--- src/rtl/mac_seq_pkg.sv ---
// Shared constants for the MAC sequencer: FSM one-hot codes, Q8.8 helpers and saturation.
package mac_seq_pkg;

   localparam logic [3:0] IDLE        = 4'b0001;
   localparam logic [3:0] LOAD_W      = 4'b0010;
   localparam logic [3:0] CALCULATION = 4'b0100;
   localparam logic [3:0] DONE        = 4'b1000;

   localparam int          FRACTIONAL_BITS = 8;
   localparam logic [15:0] ONE             = 16'h0100;

   // Clamp a signed value to the signed range of a dw-bit word; caller truncates to dw bits.
   function automatic logic signed [63:0] saturate(input logic signed [63:0] v, input int unsigned dw);
      logic signed [63:0] hi;
      logic signed [63:0] lo;
      hi = (64'sd1 <<< (dw - 32'd1)) - 64'sd1;
      lo = -(64'sd1 <<< (dw - 32'd1));
      if (v > hi) begin
         saturate = hi;
      end else if (v < lo) begin
         saturate = lo;
      end else begin
         saturate = v;
      end
   endfunction

endpackage

--- src/rtl/mac_seq_if.sv ---
// Bundle of control, weight, feature-buffer and multiplier signals around mac_sequencer.
interface mac_seq_if #(
   parameter int DATA_WIDTH = 16,
   parameter int ADDR_WIDTH = 5
);
   logic                  start;
   logic                  keep_w;
   logic [DATA_WIDTH-1:0] bias;
   logic                  w_valid;
   logic [DATA_WIDTH-1:0] w_data;
   logic                  w_ready;
   logic [ADDR_WIDTH-1:0] x_addr;
   logic                  x_rd;
   logic [DATA_WIDTH-1:0] x_data;
   logic [DATA_WIDTH-1:0] mult_a;
   logic [DATA_WIDTH-1:0] mult_b;
   logic [DATA_WIDTH-1:0] mult_p;
   logic                  busy;
   logic [DATA_WIDTH-1:0] result;
   logic                  result_valid;

   modport slave (
      input  start, keep_w, bias, w_valid, w_data, x_data, mult_p,
      output w_ready, x_addr, x_rd, mult_a, mult_b, busy, result, result_valid
   );

   modport master (
      output start, keep_w, bias, w_valid, w_data, x_data, mult_p,
      input  w_ready, x_addr, x_rd, mult_a, mult_b, busy, result, result_valid
   );
endinterface

--- src/rtl/mac_seq_wbuf.sv ---
// KERNEL_LEN-entry weight register file: one write port, one registered read port.
module mac_seq_wbuf #(
   parameter int DATA_WIDTH = 16,
   parameter int ADDR_WIDTH = 5,
   parameter int KERNEL_LEN = 25
) (
   input  logic                  clk,
   input  logic                  rst_n,
   input  logic                  we,
   input  logic [ADDR_WIDTH-1:0] waddr,
   input  logic [DATA_WIDTH-1:0] wdata,
   input  logic [ADDR_WIDTH-1:0] raddr,
   output logic [DATA_WIDTH-1:0] rdata
);
   localparam logic [ADDR_WIDTH-1:0] LAST_IDX = ADDR_WIDTH'(KERNEL_LEN - 1);

   logic [DATA_WIDTH-1:0] mem_r [KERNEL_LEN];
   logic [DATA_WIDTH-1:0] rdata_r;

   // Kernel storage, deliberately left uncleared by reset.
   always_ff @(posedge clk) begin
      if (we && (waddr <= LAST_IDX)) begin
         mem_r[waddr] <= wdata;
      end
   end

   // Registered read port.
   always_ff @(posedge clk or negedge rst_n) begin
      if (!rst_n) begin
         rdata_r <= {DATA_WIDTH{1'b0}};
      end else if (raddr <= LAST_IDX) begin
         rdata_r <= mem_r[raddr];
      end else begin
         rdata_r <= {DATA_WIDTH{1'b0}};
      end
   end

   assign rdata = rdata_r;
endmodule

--- src/rtl/mac_sequencer.sv ---
// Drives an external Q8.8 multiplier through a KERNEL_LEN-tap dot product plus bias.
// Build option: MAC_SEQ_RELU_EN clamps negative results to zero.
module mac_sequencer
   import mac_seq_pkg::*;
#(
   parameter int DATA_WIDTH = 16,
   parameter int ACC_WIDTH  = 32,
   parameter int KERNEL_LEN = 25,
   parameter int ADDR_WIDTH = 5
) (
   input logic     clk,
   input logic     rst_n,
   mac_seq_if.slave bus
);
   localparam int                    CNT_W     = $clog2(KERNEL_LEN + 3);
   localparam logic [CNT_W-1:0]      LAST_TAP  = CNT_W'(KERNEL_LEN - 1);
   localparam logic [CNT_W-1:0]      LAST_CALC = CNT_W'(KERNEL_LEN + 1);
   localparam logic [ADDR_WIDTH-1:0] LAST_W    = ADDR_WIDTH'(KERNEL_LEN - 1);

   logic [3:0]                   state_r;
   logic [ADDR_WIDTH-1:0]        wcnt_r;
   logic [CNT_W-1:0]             ccnt_r;
   logic                         v1_r;
   logic                         v2_r;
   logic signed [ACC_WIDTH-1:0]  acc_r;
   logic signed [DATA_WIDTH-1:0] bias_r;
   logic [DATA_WIDTH-1:0]        result_r;
   logic                         result_valid_r;

   logic                         issue_s;
   logic                         we_s;
   logic [DATA_WIDTH-1:0]        wbuf_rdata_s;
   logic signed [ACC_WIDTH-1:0]  acc_nxt_s;
   logic signed [ACC_WIDTH:0]    sum_s;
   logic [DATA_WIDTH-1:0]        sat_s;
   logic [DATA_WIDTH-1:0]        result_nxt_s;

   assign issue_s = (state_r == CALCULATION) && (ccnt_r <= LAST_TAP);
   assign we_s    = (state_r == LOAD_W) && bus.w_valid;

   mac_seq_wbuf #(
      .DATA_WIDTH(DATA_WIDTH),
      .ADDR_WIDTH(ADDR_WIDTH),
      .KERNEL_LEN(KERNEL_LEN)
   ) u_wbuf (
      .clk  (clk),
      .rst_n(rst_n),
      .we   (we_s),
      .waddr(wcnt_r),
      .wdata(bus.w_data),
      .raddr(ADDR_WIDTH'(ccnt_r)),
      .rdata(wbuf_rdata_s)
   );

   // Final sum folds in the product landing on the last CALCULATION cycle.
   always_comb begin
      acc_nxt_s = acc_r;
      if (v2_r) begin
         acc_nxt_s = acc_r + ACC_WIDTH'($signed(bus.mult_p));
      end else begin
         acc_nxt_s = acc_r;
      end
      sum_s = (ACC_WIDTH + 1)'(acc_nxt_s) + (ACC_WIDTH + 1)'(bias_r);
      sat_s = DATA_WIDTH'(saturate(64'(sum_s), DATA_WIDTH));
`ifdef MAC_SEQ_RELU_EN
      if (sat_s[DATA_WIDTH-1]) begin
         result_nxt_s = {DATA_WIDTH{1'b0}};
      end else begin
         result_nxt_s = sat_s;
      end
`else
      result_nxt_s = sat_s;
`endif
   end

   // Control FSM, pipeline valids and accumulator.
   always_ff @(posedge clk or negedge rst_n) begin
      if (!rst_n) begin
         state_r        <= IDLE;
         wcnt_r         <= {ADDR_WIDTH{1'b0}};
         ccnt_r         <= {CNT_W{1'b0}};
         v1_r           <= 1'b0;
         v2_r           <= 1'b0;
         acc_r          <= {ACC_WIDTH{1'b0}};
         bias_r         <= {DATA_WIDTH{1'b0}};
         result_r       <= {DATA_WIDTH{1'b0}};
         result_valid_r <= 1'b0;
      end else begin
         v1_r           <= issue_s;
         v2_r           <= v1_r;
         result_valid_r <= 1'b0;
         case (state_r)
            IDLE: begin
               if (bus.start) begin
                  bias_r  <= bus.bias;
                  acc_r   <= {ACC_WIDTH{1'b0}};
                  wcnt_r  <= {ADDR_WIDTH{1'b0}};
                  ccnt_r  <= {CNT_W{1'b0}};
                  state_r <= bus.keep_w ? CALCULATION : LOAD_W;
               end
            end
            LOAD_W: begin
               if (bus.w_valid) begin
                  wcnt_r <= wcnt_r + ADDR_WIDTH'(1'b1);
                  if (wcnt_r == LAST_W) begin
                     state_r <= CALCULATION;
                  end
               end
            end
            CALCULATION: begin
               acc_r  <= acc_nxt_s;
               ccnt_r <= ccnt_r + CNT_W'(1'b1);
               if (ccnt_r == LAST_CALC) begin
                  state_r        <= DONE;
                  result_r       <= result_nxt_s;
                  result_valid_r <= 1'b1;
               end
            end
            DONE: begin
               state_r <= IDLE;
            end
            default: begin
               state_r <= IDLE;
            end
         endcase
      end
   end

   assign bus.w_ready      = (state_r == LOAD_W);
   assign bus.busy         = (state_r != IDLE);
   assign bus.x_rd         = issue_s;
   assign bus.x_addr       = issue_s ? ADDR_WIDTH'(ccnt_r) : {ADDR_WIDTH{1'b0}};
   assign bus.mult_a       = v1_r ? bus.x_data : {DATA_WIDTH{1'b0}};
   assign bus.mult_b       = v1_r ? wbuf_rdata_s : {DATA_WIDTH{1'b0}};
   assign bus.result       = result_r;
   assign bus.result_valid = result_valid_r;
endmodule

--- src/flat_wrapper.sv ---
// flat-port wrapper written by rule: the top's interface ports become plain ports
module mac_sequencer_flat import mac_seq_pkg::*;
#(
   parameter int DATA_WIDTH = 16,
   parameter int ACC_WIDTH  = 32,
   parameter int KERNEL_LEN = 25,
   parameter int ADDR_WIDTH = 5
)
  (clk, rst_n, bus_start, bus_keep_w, bus_bias, bus_w_valid, bus_w_data, bus_x_data, bus_mult_p, bus_w_ready, bus_x_addr, bus_x_rd, bus_mult_a, bus_mult_b, bus_busy, bus_result, bus_result_valid);
  mac_seq_if #(.DATA_WIDTH(DATA_WIDTH), .ADDR_WIDTH(ADDR_WIDTH)) bus_i ();
  input logic clk;
  input logic rst_n;
  input wire logic [$bits(bus_i.start)-1:0] bus_start;
  input wire logic [$bits(bus_i.keep_w)-1:0] bus_keep_w;
  input wire logic [$bits(bus_i.bias)-1:0] bus_bias;
  input wire logic [$bits(bus_i.w_valid)-1:0] bus_w_valid;
  input wire logic [$bits(bus_i.w_data)-1:0] bus_w_data;
  input wire logic [$bits(bus_i.x_data)-1:0] bus_x_data;
  input wire logic [$bits(bus_i.mult_p)-1:0] bus_mult_p;
  output wire logic [$bits(bus_i.w_ready)-1:0] bus_w_ready;
  output wire logic [$bits(bus_i.x_addr)-1:0] bus_x_addr;
  output wire logic [$bits(bus_i.x_rd)-1:0] bus_x_rd;
  output wire logic [$bits(bus_i.mult_a)-1:0] bus_mult_a;
  output wire logic [$bits(bus_i.mult_b)-1:0] bus_mult_b;
  output wire logic [$bits(bus_i.busy)-1:0] bus_busy;
  output wire logic [$bits(bus_i.result)-1:0] bus_result;
  output wire logic [$bits(bus_i.result_valid)-1:0] bus_result_valid;
  assign bus_i.start = bus_start;
  assign bus_i.keep_w = bus_keep_w;
  assign bus_i.bias = bus_bias;
  assign bus_i.w_valid = bus_w_valid;
  assign bus_i.w_data = bus_w_data;
  assign bus_i.x_data = bus_x_data;
  assign bus_i.mult_p = bus_mult_p;
  assign bus_w_ready = bus_i.w_ready;
  assign bus_x_addr = bus_i.x_addr;
  assign bus_x_rd = bus_i.x_rd;
  assign bus_mult_a = bus_i.mult_a;
  assign bus_mult_b = bus_i.mult_b;
  assign bus_busy = bus_i.busy;
  assign bus_result = bus_i.result;
  assign bus_result_valid = bus_i.result_valid;
  mac_sequencer #(.DATA_WIDTH(DATA_WIDTH), .ACC_WIDTH(ACC_WIDTH), .KERNEL_LEN(KERNEL_LEN), .ADDR_WIDTH(ADDR_WIDTH)) u_core (.clk(clk), .rst_n(rst_n), .bus(bus_i));
endmodule
--- config.mk ---
export PLATFORM = sky130hd
export DESIGN_NAME = mac_sequencer_flat
export DESIGN_NICKNAME = d
export VERILOG_FILES = /design/src/rtl/mac_seq_pkg.sv /design/src/rtl/mac_seq_if.sv /design/src/rtl/mac_seq_wbuf.sv /design/src/rtl/mac_sequencer.sv /design/src/flat_wrapper.sv
export SDC_FILE = /design/constraint.sdc
export NUM_CORES = 1
export LEC_CHECK = 0
export ABC_AREA = 1
export CAP_MARGIN = 5
export CORE_UTILIZATION = 55
export DETAILED_ROUTE_END_ITERATION = 16
export HOLD_SLACK_MARGIN = 0.02
export PLACE_DENSITY_LB_ADDON = 0.15
export SYNTH_ARGS = -nofsm -noshare
export SYNTH_HDL_FRONTEND = slang
export SYNTH_SLANG_ARGS = --single-unit
--- constraint.sdc ---
create_clock -name clk -period 4.1 [get_ports clk]
set_input_delay 0.615 -clock clk [delete_from_list [all_inputs] [get_ports clk]]
set_output_delay 0.615 -clock clk [all_outputs]
set_load 0.005 [all_outputs]
==> results_dict.tcl, run 1 <==
set metrics [dict create \
    fin_util_pct 70.7 \
    yosysSeqAreaShare_pct 59.5 \
    final_common_cell "nand2_1" \
    rrSetupSlack_ns -0.37 \
    min_period_ns 4.50 \
    post_drt_wl_per_cell_um 19.9 \
    cts_tree "done" \
    maxCapViolCount 0 \
    finish.net_count 3046 \
    n_antenna_cell 0 \
    finalClockSkew_ns 0.0187 \
    holdBufCountCts 0 \
    rsz0062_at_grt "yes" \
    via_per_inst 5.62 \
    synthCells 2527 \
    yosys_warnings 0 \
    synth_top_area_cell "edfxtp_1" \
    synthesis.area_um2 24300 \
    p_per_area_nw_per_um2 609 \
    ys_top_cells_by_area "edfxtp_1 50%, dfrtp_1 9.9%, nand2_1 8.7%, nor2_1 5.4%, o21ai_0 5.0%" \
    drtIter0Drc 1691 \
    initial_core_util_pct 56.1 \
    slowest_delay_ns 0.44 \
    die-area_um2 44900 \
    syn2layout_area_growth_pct 26.1 \
    cellLeakagePower_nw 12.9 \
    hpwlAfterDp_mm 46.1 \
    dr_total_vias 19800 \
    cp_data_arrival_time_ns 4.96 \
    route.detailed.drc 0 \
    drive_gt1_share_pct 18.9 \
    holdWs_ns 0.135 \
    core_area_um2 43300 \
    worst_setup_path_end_kind "register" \
    hold_viol_final 0 \
    crit_type "primary input to register" \
    cp_slowest_cell "clkdlybuf4s50_1" \
    cts_buffers 49 \
    grt_pass1_vias 19600 \
    grt_max_degree 194 \
    fill_cells 3248 \
    status "finished, violations left" \
    ys_seq_elements 497 \
    ir_worst_vdd_v 0.000527 \
    port_buffers 125 \
    synth_flop_cell "edfxtp_1" \
    ys_types 55 \
    tightest_slew_ns 1.11 \
    overflow 0 \
    critPathMostFrequentCell "nand2_1" \
    cts_buffer_depth 3 \
    cts_sinks 497 \
    gp_congestion 0.948 \
    io_pins 126 \
    h-tree-depth 2 \
    syn-num-nets 2669 \
    max_freq_mhz 222 \
    synth_edf_count 400 \
    final.period_utilization_pct 110 \
    violations "setup timing" \
    multiInputGateArea_um2 9280 \
    start_kind "primary input" \
    required_ns 4.56 \
    hp-class "primary input to asynchronous set/reset pin" \
    final_cell_mix "528 x nand2_1, 400 x edfxtp_1, 328 x nor2_1" \
    grt_pass1_wl_mm 108 \
    antenna_found_initial 2 \
    die_y_um 212 \
    clk_pin_slew_ns 0.06 \
    slew_headroom_pct 25.9 \
    setup-violations-final 15 \
    first_pass_iters 6 \
    gr-usage-all-layers_pct 31.5 \
    num_rows 76 \
    syn_area_per_cell_um2 9.60 \
    die_w_um 212 \
    yosysTopAreaCellShare_pct 49.5 \
    final_antenna_net_count 0 \
    cts_root_buf "clkbuf_16" \
    postRouteWirelength_mm 70.1 \
    fin_ws_ns -0.400 \
    crit_fanout 7 \
    insertion_delay_ns 0.59 \
    async_flop_share_pct 19.5 \
    slew_viol_final 0 \
    regArea_um2 14400 \
]
-- per-stage QoR --
step	instances	setup TNS, ns	worst slack (ns)	power (mW)	instance area [µm²]
floorplan	2527	0	0.000442	10.3	24400
global placement	3424	-20.88	-1.35	13.4	28200
detailed placement	3424	-20.50	-1.33	13.6	28200
CTS	3524	-5.59	-0.379	18.4	30300
global route	3526	-9.22	-0.629	19.6	30600
finish	3526	-5.74	-0.400	18.6	30600
-- report_power, final --
| group | switching (mW) | leakage [nW] | internal [mW] |
|---|---|---|---|
| Sequential | 0.309 | 4.82 | 5.80 |
| Clock | 1.91 | 0.805 | 2.69 |
| Combinational | 4.81 | 7.26 | 3.10 |
| Total | 7.02 | 12.9 | 11.6 |
-- cells in the mapped netlist, types with 3 or more instances --
master      n
buf_2       3
a22o_1     10
nor2_2      5
xnor2_1    14
a211oi_1   12
clkinv_1    4
o22ai_1    67
nand3_1   105
clkbuf_1   91
and2_1      7
o311ai_0    5
xor2_1     22
inv_1     217
o211ai_1   17
inv_2       3
o21bai_1    6
a21oi_1    97
nand2_1   559
buf_1       7
a31oi_1     9
nor4_1      3
a21o_1     10
nor2_1    352
nand4_1     9
dfrtp_1    96
or2_2       7
o221ai_1   21
edfxtp_1  400
nor3_1     25
o21ai_0   241
ha_1       71
-- final timing paths --
| check | endpoint | cells after the start | from |
|---|---|---|---|
| worst max-delay path | u_core.bus.result[6] | 28 | bus_mult_p[3] |
| worst min-delay path | u_core.acc_r[10] | 1 | rst_n |
| worst max register to register | u_core.bus.result[6] | 33 | u_core.acc_r[0] |
| worst min register to register | u_core.bias_r[0] | 2 | u_core.bias_r[0] |
| max in group asynchronous | u_core.bias_r[3] | 2 | rst_n |
| min in group clk | u_core.bias_r[0] | 2 | u_core.bias_r[0] |
-- kinds of logic (layout without fill, tap and decap cells) --
family	count (synthesis)	after routing	share of synthesized area (%)
adder cells (fa/ha/maj)	73	73	3.83
XOR/XNOR	36	36	1.30
buffers and inverters	328	741	5.17
AND/OR/NAND/NOR	1084	1085	18.0
AO/OA/AOI/OAI	509	509	12.2
flip-flops	497	497	59.5
-- flip-flops by register name, summed over array words and instances, names as in the netlist --
name and count:
u_core.wcnt_r 5, u_core.ccnt_r 5, u_core.v2_r 1, u_core.bus.result 16
u_core.acc_r 32, u_core.bias_r 16, u_core.v1_r 1, u_core.bus.result_valid 1
u_core.u_wbuf.rdata 16, u_core.u_wbuf.mem_r 400, u_core.state_r 4
-- area by class of cell --
| class | instances | area share (%) |
|---|---|---|
| timing repair buffer | 429 | 12.0 |
| clock inverter | 25 | 1.09 |
| multi-input combinational | 1703 | 30.3 |
| inverter | 224 | 2.77 |
| tap | 585 | 2.39 |
| clock buffer | 63 | 4.25 |
| sequential | 497 | 47.2 |
-- routing by layer --
layer / track usage [%] / wire length [µm] / up-vias
met5: 0 / 22 / -
met4: 14.3 / 3140 / 4
met3: 3.94 / 3860 / 167
met2: 56.6 / 36000 / 675
met1: 37.8 / 27100 / 9527
li1: - / - / 9436
-- critical path: cells and delay by family --
family / cells / cell delay, ns
adder cells (fa/ha/maj): 2 / 0.70
AND/OR/NAND/NOR: 16 / 1.95
AO/OA/AOI/OAI: 5 / 0.71
buffers and inverters: 5 / 0.98
-- timing repair --
item                                    in CTS  in global routing
resized for setup                           77                 82
endpoints found under the setup margin      16                 16
pin swaps                                   36                 39
cloned                                       2                  0
setup buffers                               10                  2
Note: power is estimated with default switching activity, not from simulation.
==> run 2: changes to the inputs <==
MAX_ROUTING_LAYER = met4   (was unset)
PLACE_DENSITY_LB_ADDON = 0.3   (was 0.15)
==> run 2 against run 1 <==
Critical path type unchanged. Via count grew 1.3%. Sequential share of layout area shrank 0.41 points. Global-route usage rose by 0.83 points. Clock skew grew 0.020 ns. Fmax rose by 2.8%. The flow still finishes with violations (setup timing). First-iteration DRC count grew 23%. Sequential power hardly changed. Critical endpoint is now u_core.bus.result[0]. Flip-flop and latch count is the same. Largest power group unchanged. Count of clock-buffer cells in the layout decreased by 1. Combinational power grew 2.8%. Core utilization grew 0.61 points. Critical path depth unchanged.
==> results_dict.tcl, run 2 (synthesis results as in run 1) <==
set metrics [dict create \
    setup-violations-final 15 \
    dr_total_vias 20100 \
    clk_pin_slew_ns 0.06 \
    antenna_found_initial 1 \
    cts_tree "done" \
    total_power_mw 18.8 \
    first_pass_iters 5 \
    slew_viol_final 0 \
    cts_sinks 497 \
    multiInputGateArea_um2 9600 \
    crit_fanout 7 \
    violations "setup timing" \
    largest_reg_flops 400 \
    cp_data_arrival_time_ns 4.83 \
    max_freq_mhz 229 \
    initial_core_util_pct 56.1 \
    placed_area_um2 28100 \
    gr-usage-all-layers_pct 32.4 \
    finish.net_count 3043 \
    cellLeakagePower_nw 13.0 \
    crit_type "primary input to register" \
    final_cell_mix "516 x nand2_1, 400 x edfxtp_1, 328 x nor2_1" \
    insertion_delay_ns 0.61 \
    final_common_cell "nand2_1" \
    h-tree-depth 2 \
    final.period_utilization_pct 107 \
    min_period_ns 4.38 \
    drive_gt1_share_pct 20.5 \
    fill_cells 3104 \
    hpwlAfterDp_mm 45.8 \
    startpoint "bus_mult_p[3]" \
    final_antenna_net_count 0 \
    io_pins 126 \
    cts_buffers 50 \
    postRouteWirelength_mm 71.2 \
    required_ns 4.55 \
    grt_pass1_wl_mm 108 \
    post_drt_wl_per_cell_um 20.2 \
    slew_headroom_pct 8.59 \
    holdWs_ns 0.0209 \
    rr_startpoint "u_core.acc_r[0]" \
    fin_cells 3526 \
    reg_top3 "u_core.u_wbuf.mem_r: 400 flops, u_core.acc_r: 32 flops" \
    drtIter0Drc 2080 \
    hp-class "primary input to asynchronous set/reset pin" \
    holdBufCountCts 0 \
    cts_root_buf "clkbuf_16" \
    regMostFlops "u_core.u_wbuf.mem_r" \
    finalClockSkew_ns 0.0389 \
    regArea_um2 14400 \
    route.detailed.drc 0 \
    hold_viol_final 0 \
    tightest_slew_ns 1.37 \
    fin_util_pct 71.3 \
    fin_ws_ns -0.276 \
    tns_ns -3.69 \
    syn2layout_area_growth_pct 27.2 \
    cts_buffer_depth 3 \
    rsz0062_at_grt "yes" \
    die_w_um 212 \
    fin_area_um2 30900 \
    dp_slack_ns -1.28 \
    ir_worst_vdd_v 0.000557 \
    die_y_um 212 \
    die-area_um2 44900 \
    post-place-cells 3415 \
    worst_setup_path_end_kind "register" \
    maxCapViolCount 0 \
    grt_max_degree 111 \
    core_area_um2 43300 \
    num_rows 76 \
    via_per_inst 5.69 \
    port_buffers 125 \
    grt_pass1_vias 19900 \
    gp_congestion 0.989 \
    overflow 0 \
    status "finished, violations left" \
    p_per_area_nw_per_um2 609 \
    start_kind "primary input" \
]
==> run 2: worst paths after layout <==
check / to / slack (ns) / depth (start not counted)
max: u_core.bus.result[0] / -0.28 / 28
min: u_core.acc_r[8] / 0.02 / 1
max reg2reg: u_core.bus.result[0] / -0.24 / 32
min reg2reg: u_core.bias_r[11] / 0.49 / 2
max in group asynchronous: u_core.bus.result[5] / 3.16 / 2
min in group clk: u_core.bias_r[11] / 0.49 / 2
==> run 2: repair_timing <==
action	CTS	global route
cloned	1	1
pin swaps	20	42
setup buffers	6	11
endpoints found under the setup margin	16	16
gates resized for setup	71	161
==> run 2: layer usage <==
layer / global-route usage (%) / wire [µm] / share of wire (%)
met1: 38.2 / 27300 / 38
met2: 54.3 / 35500 / 50
met3: 4.46 / 4850 / 6.8
met4: 16.6 / 3600 / 5.0
met5: - / 0 / 0
==> run 2: final cells by class <==
type,instances,share of cell area [%]
sequential,497,46.8
clock inverter,29,1.11
antenna,1,0.00811
tap,585,2.37
timing repair buffer,425,11.6
inverter,224,2.74
clock buffer,62,4.20
multi-input combinational,1703,31.1
==> run 2: critical path, stage by stage <==
cell	delay [ns]
clkdlybuf4s50_1	0.47
ha_4	0.33
buf_4	0.12
nand2_1	0.08
nor2_2	0.14
a21oi_4	0.08
o21ai_2	0.18
a21oi_2	0.09
or2_2	0.32
nand3_1	0.08
nand3_1	0.10
and2_4	0.17
ha_4	0.30
nand2_1	0.12
nor2_2	0.17
inv_2	0.08
nor3_4	0.18
a21oi_4	0.08
buf_4	0.14
nand3_2	0.05
nand2_2	0.06
nor2_1	0.10
nand2_1	0.06
nor2_1	0.08
nand3_1	0.12
a21oi_4	0.24
clkbuf_16	0.20
a21oi_2	0.06
==> run 2: power breakdown <==
part           internal [mW]  total (mW)  switching (mW)
Sequential              5.80        6.11           0.307
Clock                   2.60        4.56            1.96
Combinational           3.21        8.13            4.93
==> run 3: changes to the inputs <==
--- a/constraint.sdc
+++ b/constraint.sdc
@@ -3,2 +3,2 @@
 set_output_delay 0.615 -clock clk [all_outputs]
-set_load 0.005 [all_outputs]
+set_load 0.02 [all_outputs]
==> run 3 against run 2 <==
The flow still finishes with violations (setup timing). Die area did not move. Register-to-register slack got worse by 0.08 ns. Cell count rose by 0.28%. Setup slack got worse by 0.056 ns. Largest power group unchanged.
==> results_dict.tcl, run 3 (synthesis results as in run 1) <==
set metrics [dict create \
    status "finished, violations left" \
    violations "setup timing" \
    maxCapViolCount 0 \
    reg_top3 "u_core.u_wbuf.mem_r: 400 flops, u_core.acc_r: 32 flops" \
    initial_core_util_pct 56.1 \
    ir_worst_vdd_v 0.000442 \
    tns_ns -4.78 \
    fill_cells 3017 \
    cp_slowest_cell "clkdlybuf4s50_1" \
    drtIter0Drc 2193 \
    wl_met1_mm 27.3 \
    rr_worst_depth 30 \
    die-area_um2 44900 \
    finalClockSkew_ns 0.0201 \
    finish.net_count 3053 \
    crit_type "primary input to register" \
    p_per_area_nw_per_um2 619 \
    dr_total_vias 20400 \
    holdWs_ns 0.102 \
    wl_met2_mm 36.6 \
    pwr-share-comb_pct 43.7 \
    wl_met3_mm 5.18 \
    num_rows 76 \
    antenna_found_initial 2 \
    p_seq_share_pct 31.8 \
    overflow 0 \
    fin_area_um2 31000 \
    holdBufCountCts 0 \
    min_period_ns 4.43 \
    tightest_slew_ns 1.37 \
    cts_buffers 49 \
    die_y_um 212 \
    grt_pass1_vias 20200 \
    fin_cells 3536 \
    clk_pin_slew_ns 0.07 \
    post-place-cells 3422 \
    max_freq_mhz 226 \
    cellLeakagePower_nw 13.0 \
    rsz0062_at_grt "yes" \
    hpwlAfterDp_mm 46.2 \
    cts_sinks 497 \
    path_delay_family "compound AO/OA/AOI/OAI gates" \
    fin_ws_ns -0.332 \
    rr_startpoint "u_core.acc_r[0]" \
    crit_buf_inv 8 \
    gr-usage-all-layers_pct 33.3 \
    slew_headroom_pct 8.93 \
    swShare_pct 38.6 \
    power.switching_mw 7.40 \
    via_per_inst 5.78 \
    p_int_mw 11.8 \
    die_w_um 212 \
    largest_reg_flops 400 \
    syn2layout_area_growth_pct 27.9 \
    required_ns 4.60 \
    io_pins 126 \
    postRouteWirelength_mm 73.0 \
    crit_fanout 8 \
    h-tree-depth 2 \
    setup-violations-final 15 \
    grt_pass1_wl_mm 110 \
    cts_tree "done" \
    slowest_delay_ns 0.45 \
    slew_viol_final 0 \
    crit_cells 27 \
    placed_area_um2 28200 \
    core_area_um2 43300 \
    clockPowerShare_pct 24.5 \
    route.detailed.drc 0 \
    final_cell_mix "510 x nand2_1, 400 x edfxtp_1, 328 x nor2_1" \
    worst_setup_path_end_kind "register" \
    final_antenna_net_count 0 \
    post_drt_wl_per_cell_um 20.7 \
    top_layer "met4" \
    startpoint "bus_mult_p[15]" \
    cts_root_buf "clkbuf_16" \
    gp_congestion 0.980 \
    final.period_utilization_pct 108 \
    fin_util_pct 71.7 \
    grt_max_degree 104 \
    cp_data_arrival_time_ns 4.93 \
    drive_gt1_share_pct 21.1 \
    insertion_delay_ns 0.61 \
    final_common_cell "nand2_1" \
    start_kind "primary input" \
    cts_buffer_depth 3 \
    hp-class "primary input to asynchronous set/reset pin" \
    port_buffers 125 \
    first_pass_iters 6 \
    hold_viol_final 0 \
    regMostFlops "u_core.u_wbuf.mem_r" \
]
run 3: repair_timing:
action / CTS / global route
gates resized for setup: 122 / 119
pin swaps: 56 / 58
gates cloned: 2 / 0
setup endpoints to repair: 16 / 16
buffers inserted: 14 / 7
endpoints found under the hold margin: 0 / 0
run 3: stage by stage:
step | setup WS [ns] | power (mW)
after floorplan | 0.000442 | 10.4
after global placement | -1.18 | 13.5
after detailed placement | -1.23 | 13.7
after CTS | -0.190 | 18.8
after global routing | -0.553 | 20.1
final | -0.332 | 19.2
run 3: final timing paths:
path	endpoint	slack, ns
worst max register to register	u_core.bus.result[0]	-0.32
min in group clk	u_core.bias_r[0]	0.48
max in group asynchronous	u_core.u_wbuf.rdata[7]	3.16
worst min register to register	u_core.bias_r[0]	0.48
worst max-delay path	u_core.bus.result[0]	-0.33
worst min-delay path	u_core.acc_r[5]	0.10
run 3: layout make-up:
| cell class | count | area, µm² | share of cell area (%) |
|---|---|---|---|
| diodes | 2 | 5.00 | 0.0161 |
| clock buffers | 57 | 1260 | 4.05 |
| clock inverters | 32 | 412 | 1.33 |
| inverters | 224 | 848 | 2.74 |
| multi-input cells | 1703 | 9640 | 31.1 |
| flip-flops and latches | 497 | 14400 | 46.6 |
| well taps | 585 | 732 | 2.36 |
| repair buffers | 436 | 3680 | 11.9 |
run 3: metal layers:
layer  vias to the layer above  GRT usage (%)
met1                      9826           38.9
met5                         -              -
met3                       212           4.98
met4                         0           18.5
li1                       9444              -
met2                       940           55.4
run 3: power by group through the flow:
| stage | Clock [mW] | Combinational [mW] | Sequential [mW] |
|---|---|---|---|
| after global routing | 4.90 | 9.07 | 6.14 |
| after CTS | 4.73 | 7.98 | 6.09 |
| final | 4.70 | 8.38 | 6.11 |
| after global placement | 0 | 7.37 | 6.15 |
| after floorplan | 0 | 4.27 | 6.16 |
| after detailed placement | 0 | 7.50 | 6.17 |
